===== config.mk =====
export PLATFORM = sky130hd
export DESIGN_NAME = uart_reg_bank_v2
export DESIGN_NICKNAME = d
export VERILOG_FILES = /design/src/rtl/uart_reg_pkg.sv /design/src/rtl/img_pix_emitter.sv /design/src/rtl/uart_reg_bank_v2.sv
export SDC_FILE = /design/constraint.sdc
export NUM_CORES = 1
export LEC_CHECK = 0
export CAP_MARGIN = 5
export CORE_MARGIN = 3
export CORE_UTILIZATION = 60
export DETAILED_ROUTE_END_ITERATION = 16
export DONT_BUFFER_PORTS = 1
export GPL_ROUTABILITY_DRIVEN = 0
export PLACE_DENSITY = 0.75
export SETUP_SLACK_MARGIN = 0.05
export SYNTH_ARGS = -nofsm -noshare
export SYNTH_HDL_FRONTEND = slang
export SYNTH_HIERARCHICAL = 1
export SYNTH_SLANG_ARGS = --single-unit

===== constraint.sdc =====
create_clock -name CLK_100M -period 11.8 [get_ports CLK_100M]
set_input_delay 1.77 -clock CLK_100M [delete_from_list [all_inputs] [get_ports CLK_100M]]
set_output_delay 1.77 -clock CLK_100M [all_outputs]
set_load 0.03 [all_outputs]

===== src/rtl/uart_reg_pkg.sv =====
// Shared definitions for the UART register bank: register offsets,
// pixel emitter states, pixel packing modes and status word layout.
package uart_reg_pkg;

  // Byte offsets of the word-addressed register map
  localparam logic [7:0] REG_VER  = 8'h00;
  localparam logic [7:0] REG_DATE = 8'h04;
  localparam logic [7:0] REG_VGA  = 8'h08;
  localparam logic [7:0] REG_SEL  = 8'h0C;
  localparam logic [7:0] REG_IMG  = 8'h10;
  localparam logic [7:0] REG_BASE = 8'h14;
  localparam logic [7:0] REG_STAT = 8'h18;
  localparam logic [7:0] REG_PTR  = 8'h1C;

  // Pixel emitter states
  typedef enum logic [1:0] {
    IDLE  = 2'd0,
    EMIT0 = 2'd1,
    EMIT1 = 2'd2
  } pix_state_t;

  // Pixel packing of a write to the image-data register
  localparam int PIX_565   = 0;  // one RGB565 pixel in DATA[15:0]
  localparam int PIX_888   = 1;  // one RGB888 pixel in DATA[23:0], truncated
  localparam int PIX_565X2 = 2;  // two RGB565 pixels, low half first

  // Status register layout
  localparam int ST_WRAP_BIT    = 16;
  localparam int ST_BUSY_BIT    = 17;
  localparam int ST_CNT_CLR_BIT = 31;

  // True for an aligned offset that falls inside the register map
  function automatic logic reg_is_mapped(input logic [7:0] off);
    return (off[1:0] == 2'b00) && (off <= REG_PTR);
  endfunction

  // True for registers that reject writes
  function automatic logic reg_is_ro(input logic [7:0] off);
    return (off == REG_VER) || (off == REG_DATE) || (off == REG_PTR);
  endfunction

endpackage


===== src/rtl/img_pix_emitter.sv =====
// Turns an accepted image-data word into one or two pixel strobes and
// owns the auto-incrementing frame-store pointer with its wrap detect.
module img_pix_emitter
  import uart_reg_pkg::*;
#(
  parameter int IMG_AW    = 18,
  parameter int IMG_DEPTH = 2**18,
  parameter int PIX_MODE  = PIX_565
) (
  input  logic              CLK_100M,
  input  logic              SYS_RST,
  input  logic              i_start,
  input  logic [31:0]       i_word,
  input  logic              i_load,
  input  logic [IMG_AW-1:0] i_load_addr,
  output logic              o_dvld,
  output logic [15:0]       o_data,
  output logic [IMG_AW-1:0] o_addr,
  output logic [IMG_AW-1:0] o_ptr,
  output logic              o_busy,
  output logic              o_wrap
);

  localparam logic [IMG_AW-1:0] PTR_LAST = IMG_AW'(IMG_DEPTH - 1);

  pix_state_t        r_state;
  pix_state_t        w_state_next;
  logic [15:0]       r_pix0;
  logic [15:0]       r_pix1;
  logic [15:0]       r_hold_data;
  logic [IMG_AW-1:0] r_ptr;
  logic [IMG_AW-1:0] r_hold_addr;
  logic [15:0]       w_pix0;
  logic [15:0]       w_pix;
  logic              w_emit;

  // First pixel of the incoming word, converted to RGB565
  always_comb begin
    if (PIX_MODE == PIX_888) begin
      w_pix0 = {i_word[23:19], i_word[15:10], i_word[7:3]};
    end else begin
      w_pix0 = i_word[15:0];
    end
  end

  // Next state and strobe: every non-idle state emits exactly one pixel
  always_comb begin
    w_state_next = r_state;
    w_emit       = (r_state != IDLE);
    w_pix        = (r_state == EMIT1) ? r_pix1 : r_pix0;
    case (r_state)
      IDLE:    if (i_start) w_state_next = EMIT0;
      EMIT0:   w_state_next = (PIX_MODE == PIX_565X2) ? EMIT1 : IDLE;
      default: w_state_next = IDLE;
    endcase
  end

  // State register; reset abandons any pixel still pending
  always_ff @(posedge CLK_100M or posedge SYS_RST) begin
    if (SYS_RST) r_state <= IDLE;
    else         r_state <= w_state_next;
  end

  // Word capture, pointer advance (a base load wins) and output hold
  always_ff @(posedge CLK_100M or posedge SYS_RST) begin
    if (SYS_RST) begin
      r_pix0      <= '0;
      r_pix1      <= '0;
      r_ptr       <= '0;
      r_hold_data <= '0;
      r_hold_addr <= '0;
    end else begin
      if ((r_state == IDLE) && i_start) begin
        r_pix0 <= w_pix0;
        r_pix1 <= i_word[31:16];
      end
      if (i_load) begin
        r_ptr <= i_load_addr;
      end else if (w_emit) begin
        r_ptr <= (r_ptr == PTR_LAST) ? '0 : r_ptr + IMG_AW'(1);
      end
      if (w_emit) begin
        r_hold_data <= w_pix;
        r_hold_addr <= r_ptr;
      end
    end
  end

  // Live pixel while strobing, otherwise the last emitted one
  assign o_dvld = w_emit;
  assign o_data = w_emit ? w_pix : r_hold_data;
  assign o_addr = w_emit ? r_ptr : r_hold_addr;
  assign o_ptr  = r_ptr;
  assign o_busy = w_emit;
  assign o_wrap = w_emit && !i_load && (r_ptr == PTR_LAST);

endmodule


===== src/rtl/uart_reg_bank_v2.sv =====
// Control/status register bank between the UART command controller and
// the VGA / frame-store path: decode, registers, acks and error tracking.
module uart_reg_bank_v2
  import uart_reg_pkg::*;
#(
  parameter int          AW        = 8,
  parameter int          DW        = 32,
  parameter int          IMG_AW    = 18,
  parameter int          IMG_DEPTH = 2**18,
  parameter int          PIX_MODE  = PIX_565,
  parameter logic [31:0] VERSION   = 32'h0002_0000,
  parameter logic [31:0] DATE      = 32'h0000_0000
) (
  input  logic              CLK_100M,
  input  logic              SYS_RST,
  input  logic [1:0]        UART_STATE,
  input  logic [AW-1:0]     UART_ADDR,
  input  logic [DW-1:0]     UART_DATA,
  output logic [1:0]        REG_STATE,
  output logic [DW-1:0]     REG_DATA,
  output logic              REG_ERR,
  output logic              REG_VGA_EN,
  output logic [1:0]        REG_SELECT,
  output logic              REG_IMG_DVLD,
  output logic [15:0]       REG_IMG_DATA,
  output logic [IMG_AW-1:0] REG_ADDR
);

  generate
    if (DW != 32) begin : g_dw_check
      $error("uart_reg_bank_v2: DW must be 32");
    end
    if (AW < 8) begin : g_aw_check
      $error("uart_reg_bank_v2: AW must be at least 8");
    end
  endgenerate

  logic [DW-1:0]     r_vga;
  logic [DW-1:0]     r_sel;
  logic [DW-1:0]     r_img;
  logic [DW-1:0]     r_base;
  logic [15:0]       r_err_cnt;
  logic              r_wrap;

  logic [7:0]        w_off;
  logic              w_mapped;
  logic              w_rd_err;
  logic              w_wr_err;
  logic              w_wr_ok;
  logic              w_err;
  logic              w_img_start;
  logic              w_base_load;
  logic              w_clr_cnt;
  logic              w_clr_wrap;
  logic              w_busy;
  logic              w_wrap;
  logic [IMG_AW-1:0] w_ptr;
  logic [DW-1:0]     w_status;
  logic [DW-1:0]     w_rd_data;
  logic [15:0]       w_cnt_next;

  // Address decode and per-access error classification; read and write
  // share the address but are judged independently
  always_comb begin
    w_off       = UART_ADDR[7:0];
    w_mapped    = ((UART_ADDR >> 8) == '0) && reg_is_mapped(w_off);
    w_rd_err    = UART_STATE[0] && !w_mapped;
    w_wr_err    = UART_STATE[1] &&
                  (!w_mapped || reg_is_ro(w_off) || ((w_off == REG_IMG) && w_busy));
    w_wr_ok     = UART_STATE[1] && !w_wr_err;
    w_err       = w_rd_err || w_wr_err;
    w_img_start = w_wr_ok && (w_off == REG_IMG);
    w_base_load = w_wr_ok && (w_off == REG_BASE);
    w_clr_cnt   = w_wr_ok && (w_off == REG_STAT) && UART_DATA[ST_CNT_CLR_BIT];
    w_clr_wrap  = w_wr_ok && (w_off == REG_STAT) && UART_DATA[ST_WRAP_BIT];
  end

  // Status word and read mux, both built from pre-write register values
  always_comb begin
    w_status              = '0;
    w_status[15:0]        = r_err_cnt;
    w_status[ST_WRAP_BIT] = r_wrap;
    w_status[ST_BUSY_BIT] = w_busy;
    w_rd_data             = '0;
    if (w_mapped) begin
      case (w_off)
        REG_VER:  w_rd_data = VERSION;
        REG_DATE: w_rd_data = DATE;
        REG_VGA:  w_rd_data = r_vga;
        REG_SEL:  w_rd_data = r_sel;
        REG_IMG:  w_rd_data = r_img;
        REG_BASE: w_rd_data = r_base;
        REG_STAT: w_rd_data = w_status;
        REG_PTR:  w_rd_data = DW'(w_ptr);
        default:  w_rd_data = '0;
      endcase
    end
  end

  // Error counter: a clear in the same cycle as an error leaves it at 1
  always_comb begin
    w_cnt_next = w_clr_cnt ? 16'd0 : r_err_cnt;
    if (w_err && (w_cnt_next != 16'hFFFF)) w_cnt_next = w_cnt_next + 16'd1;
  end

  // Acks, read data and error flag, one cycle after the request
  always_ff @(posedge CLK_100M or posedge SYS_RST) begin
    if (SYS_RST) begin
      REG_STATE <= '0;
      REG_DATA  <= '0;
      REG_ERR   <= 1'b0;
    end else begin
      REG_STATE <= UART_STATE;
      REG_DATA  <= UART_STATE[0] ? w_rd_data : '0;
      REG_ERR   <= w_err;
    end
  end

  // Writable registers and status; a wrap in the clearing cycle survives
  always_ff @(posedge CLK_100M or posedge SYS_RST) begin
    if (SYS_RST) begin
      r_vga     <= '0;
      r_sel     <= '0;
      r_img     <= '0;
      r_base    <= '0;
      r_err_cnt <= '0;
      r_wrap    <= 1'b0;
    end else begin
      if (w_wr_ok) begin
        case (w_off)
          REG_VGA:  r_vga  <= UART_DATA;
          REG_SEL:  r_sel  <= UART_DATA;
          REG_IMG:  r_img  <= UART_DATA;
          REG_BASE: r_base <= UART_DATA;
          default:  ;
        endcase
      end
      r_err_cnt <= w_cnt_next;
      if (w_wrap)          r_wrap <= 1'b1;
      else if (w_clr_wrap) r_wrap <= 1'b0;
    end
  end

  img_pix_emitter #(
    .IMG_AW   (IMG_AW),
    .IMG_DEPTH(IMG_DEPTH),
    .PIX_MODE (PIX_MODE)
  ) u_emitter (
    .CLK_100M   (CLK_100M),
    .SYS_RST    (SYS_RST),
    .i_start    (w_img_start),
    .i_word     (UART_DATA[31:0]),
    .i_load     (w_base_load),
    .i_load_addr(UART_DATA[IMG_AW-1:0]),
    .o_dvld     (REG_IMG_DVLD),
    .o_data     (REG_IMG_DATA),
    .o_addr     (REG_ADDR),
    .o_ptr      (w_ptr),
    .o_busy     (w_busy),
    .o_wrap     (w_wrap)
  );

  assign REG_VGA_EN = r_vga[0];
  assign REG_SELECT = {r_sel[4], r_sel[0]};

endmodule


==> impl_metrics.env <==
export IMPL_port_buffers=0
export IMPL_critPathKind="in -> reg"
export IMPL_peakVddDrop_v=0.000151
export IMPL_drt_first_pass_iters=8
export IMPL_avgSynthCellArea_sq_um=13.6
export IMPL_cts_buffers=26
export IMPL_max_clock_freq_ghz=0.204
export IMPL_cts_max_level=1
export IMPL_fillCellCount=1181
export IMPL_fp_dieH_um=141
export IMPL_critical_path_arrival_ns=5.29
export IMPL_slew_viol_final=0
export IMPL_synth_top_flop_cell="dfrtp_1"
export IMPL_synth_seq_cells=249
export IMPL_cts_setup_buffers=0
export IMPL_status="finished, final reports clean"
export IMPL_syn_num_nets=850
export IMPL_antenna_found_initial=0
export IMPL_avgRoutedWirePerCell_um=24.4
export IMPL_post_route_util=0.678
export IMPL_ctsHoldBuffers=0
export IMPL_via_per_inst=6.79
export IMPL_min_path_type="reg -> reg"
export IMPL_rows=48
export IMPL_final_period_utilization=0.414
export IMPL_clk_path_buf_depth=3
export IMPL_layout_commonest_cell="dfrtp_1"
export IMPL_dpl_cell_area_sq_um=11100
export IMPL_slew_headroom=0.209
export IMPL_hold_end="r_sel[1]"
export IMPL_critPathRequiredTime_ns=12.20
export IMPL_path_clk_slew_ns=0.06
export IMPL_met1_usage=0.358
export IMPL_ys_seq_area_frac=0.571
export IMPL_dr_total_vias=7023
export IMPL_reg2reg_from="u_emitter/r_state[0]"
export IMPL_die_area_sq_um=19800
export IMPL_cts_resized=0
export IMPL_cts_tree="built"
export IMPL_core_area_sq_um=17500
export IMPL_grt_ovfl_total=0
export IMPL_areaGrowthSynthToFinish_pct=8.99
export IMPL_power_uw=1870
export IMPL_worstSetupStartpointType="primary input"
export IMPL_yosys_warnings=6
export IMPL_skew_ns=0.00652
export IMPL_start_util=0.622
export IMPL_netlist_area_sq_um=10900
export IMPL_drtAntennaViolNets=0
export IMPL_finalHoldViolations=0
export IMPL_nNetsFinal=840
export IMPL_finalSetupViolCount=0
export IMPL_grt_use_total=0.254
export IMPL_drt_total_wl_mm=25.3
export IMPL_power_density_nw_per_um2=157
export IMPL_drc=0
export IMPL_io_pins=117
export IMPL_reg2reg_slack_ns=8.63
export IMPL_r2r_end="u_emitter/r_pix0[14]"
export IMPL_cts_sinks=249
export IMPL_hold_depth=1
export IMPL_ys_async_sr_fraction=1.00
export IMPL_drive_gt1_frac=0.332
export IMPL_hpwl_mm=16.6
export IMPL_drv_cap=0
export IMPL_synth_distinct_cells=64
export IMPL_drt_iter0_markers=643
export IMPL_grt_pass1_vias=7196
export IMPL_crit_fanout=20
export IMPL_rr_worst_depth=6
export IMPL_die_w_um=141
export IMPL_syn_inst=804
export IMPL_p_leak_uw=0.00539
export IMPL_min_delay_start="r_sel[1]"
export IMPL_tns_ns=0
export IMPL_period_needed_ns=4.89
export IMPL_grt_busiest_layer="met2"
export IMPL_tightestPinTransition_ns=1.18
export IMPL_regArea_sq_um=6230
export IMPL_root_buffer="clkbuf_16"
export IMPL_cp_end_kind="flop"
export IMPL_grt_use_met3=0.0522
export IMPL_synth_edf_count=0
export IMPL_grt_pass1_wl_mm=40.2
export IMPL_final_area_sq_um=11900
export IMPL_antenna_cells=0
export IMPL_rsz0062_at_grt="no"
export IMPL_use_met2=0.415
export IMPL_mostFrequentLayoutCells="248 x dfrtp_1, 177 x mux2_2, 36 x nor2_1, 33 x nand2_1"
export IMPL_insertion_delay_ns=0.52
export IMPL_grt_max_degree=117
export IMPL_multi_input_area_sq_um=4360
## report_power, final
part / switching, uW / internal (uW) / total, uW / leakage, uW
Sequential: 47.5 / 900 / 948 / 0.00333
Clock: 316 / 467 / 783 / 0.000408
Combinational: 75.7 / 64.3 / 140 / 0.00165
## Yosys cell counts, types with 5 or more instances
library cell / instances / share of area
dfrtp_1: 249 / 0.57
mux2_2: 177 / 0.18
nor2_1: 37 / 0.013
nand2_1: 33 / 0.011
a222oi_1: 27 / 0.025
clkbuf_1: 27 / 0.0093
a21oi_1: 21 / 0.0096
nand3_1: 19 / 0.0087
mux4_2: 17 / 0.035
a22o_1: 14 / 0.011
inv_1: 14 / 0.0048
o21ai_0: 14 / 0.0064
nand4_1: 12 / 0.0069
buf_2: 11 / 0.0050
and4_1: 8 / 0.0064
o31ai_1: 8 / 0.0055
xnor2_1: 7 / 0.0056
buf_1: 6 / 0.0021
buf_6: 6 / 0.0062
buf_4: 5 / 0.0034
o311ai_0: 5 / 0.0040
or4_1: 5 / 0.0034
## cell type report
type                    count  area share
repair buffers             17      0.0105
clock buffers              37      0.0642
flip-flops and latches    249       0.524
clock inverters             7     0.00526
multi-input cells         485       0.367
well taps                 225      0.0237
inverters                  15     0.00516
## kinds of logic after synthesis
family                   count (synthesis)  share of synthesized area
AO/OA/AOI/OAI                          118                     0.0833
XOR/XNOR                                10                    0.00803
adder cells (fa/ha/maj)                  2                    0.00229
buffers and inverters                   70                     0.0312
flip-flops                             249                      0.571
multiplexers                           200                      0.224
AND/OR/NAND/NOR                        155                     0.0800
## layer usage
metal,up-vias,wire (um)
met4,0,484
met2,330,12300
met5,-,0
li1,3002,-
met1,3649,10300
met3,42,2190
## critical path, stage by stage
cell and delay, ns:
or4_4 0.55, nor2_1 0.47, nand2_1 0.26, nor4_4 0.95, buf_4 0.45, nor2b_1 0.17
buf_4 0.28, mux2_2 0.38
## state kept, by name, summed over array words and instances, names as in the netlist
register	flops
r_sel	32
r_err_cnt	16
u_emitter/r_hold_data	16
u_emitter/o_ptr	18
r_img	32
REG_STATE	2
u_emitter/r_pix0	16
r_vga	32
REG_DATA	32
REG_ERR	1
r_wrap	1
r_base	32
u_emitter/r_hold_addr	18
u_emitter/r_state	1
## through the flow
step	worst slack, ns	cells	hold WS, ns
after CTS	6.96	1034	0.493
final	6.91	1035	0.490
after floorplan	5.14	804	0.457
after global placement	6.56	990	0.468
after detailed placement	6.42	990	0.479
after global routing	6.73	1035	0.513
## worst max-delay path by stage
stage | endpoint | slack (ns) | from | cells past startpoint
2_1_floorplan | REG_DATA[0] | 5.14 | SYS_RST | 1
3_3_place_gp | u_emitter/r_pix0[4] | 6.56 | UART_ADDR[1] | 8
3_5_place_dp | u_emitter/r_pix0[7] | 6.42 | UART_ADDR[1] | 8
4_1_cts | u_emitter/r_pix0[7] | 6.96 | UART_ADDR[1] | 8
5_1_grt | u_emitter/r_pix0[1] | 6.73 | UART_ADDR[1] | 8
6_report | u_emitter/r_pix0[14] | 6.91 | UART_ADDR[1] | 8
Note: power is estimated with default switching activity, not from simulation.
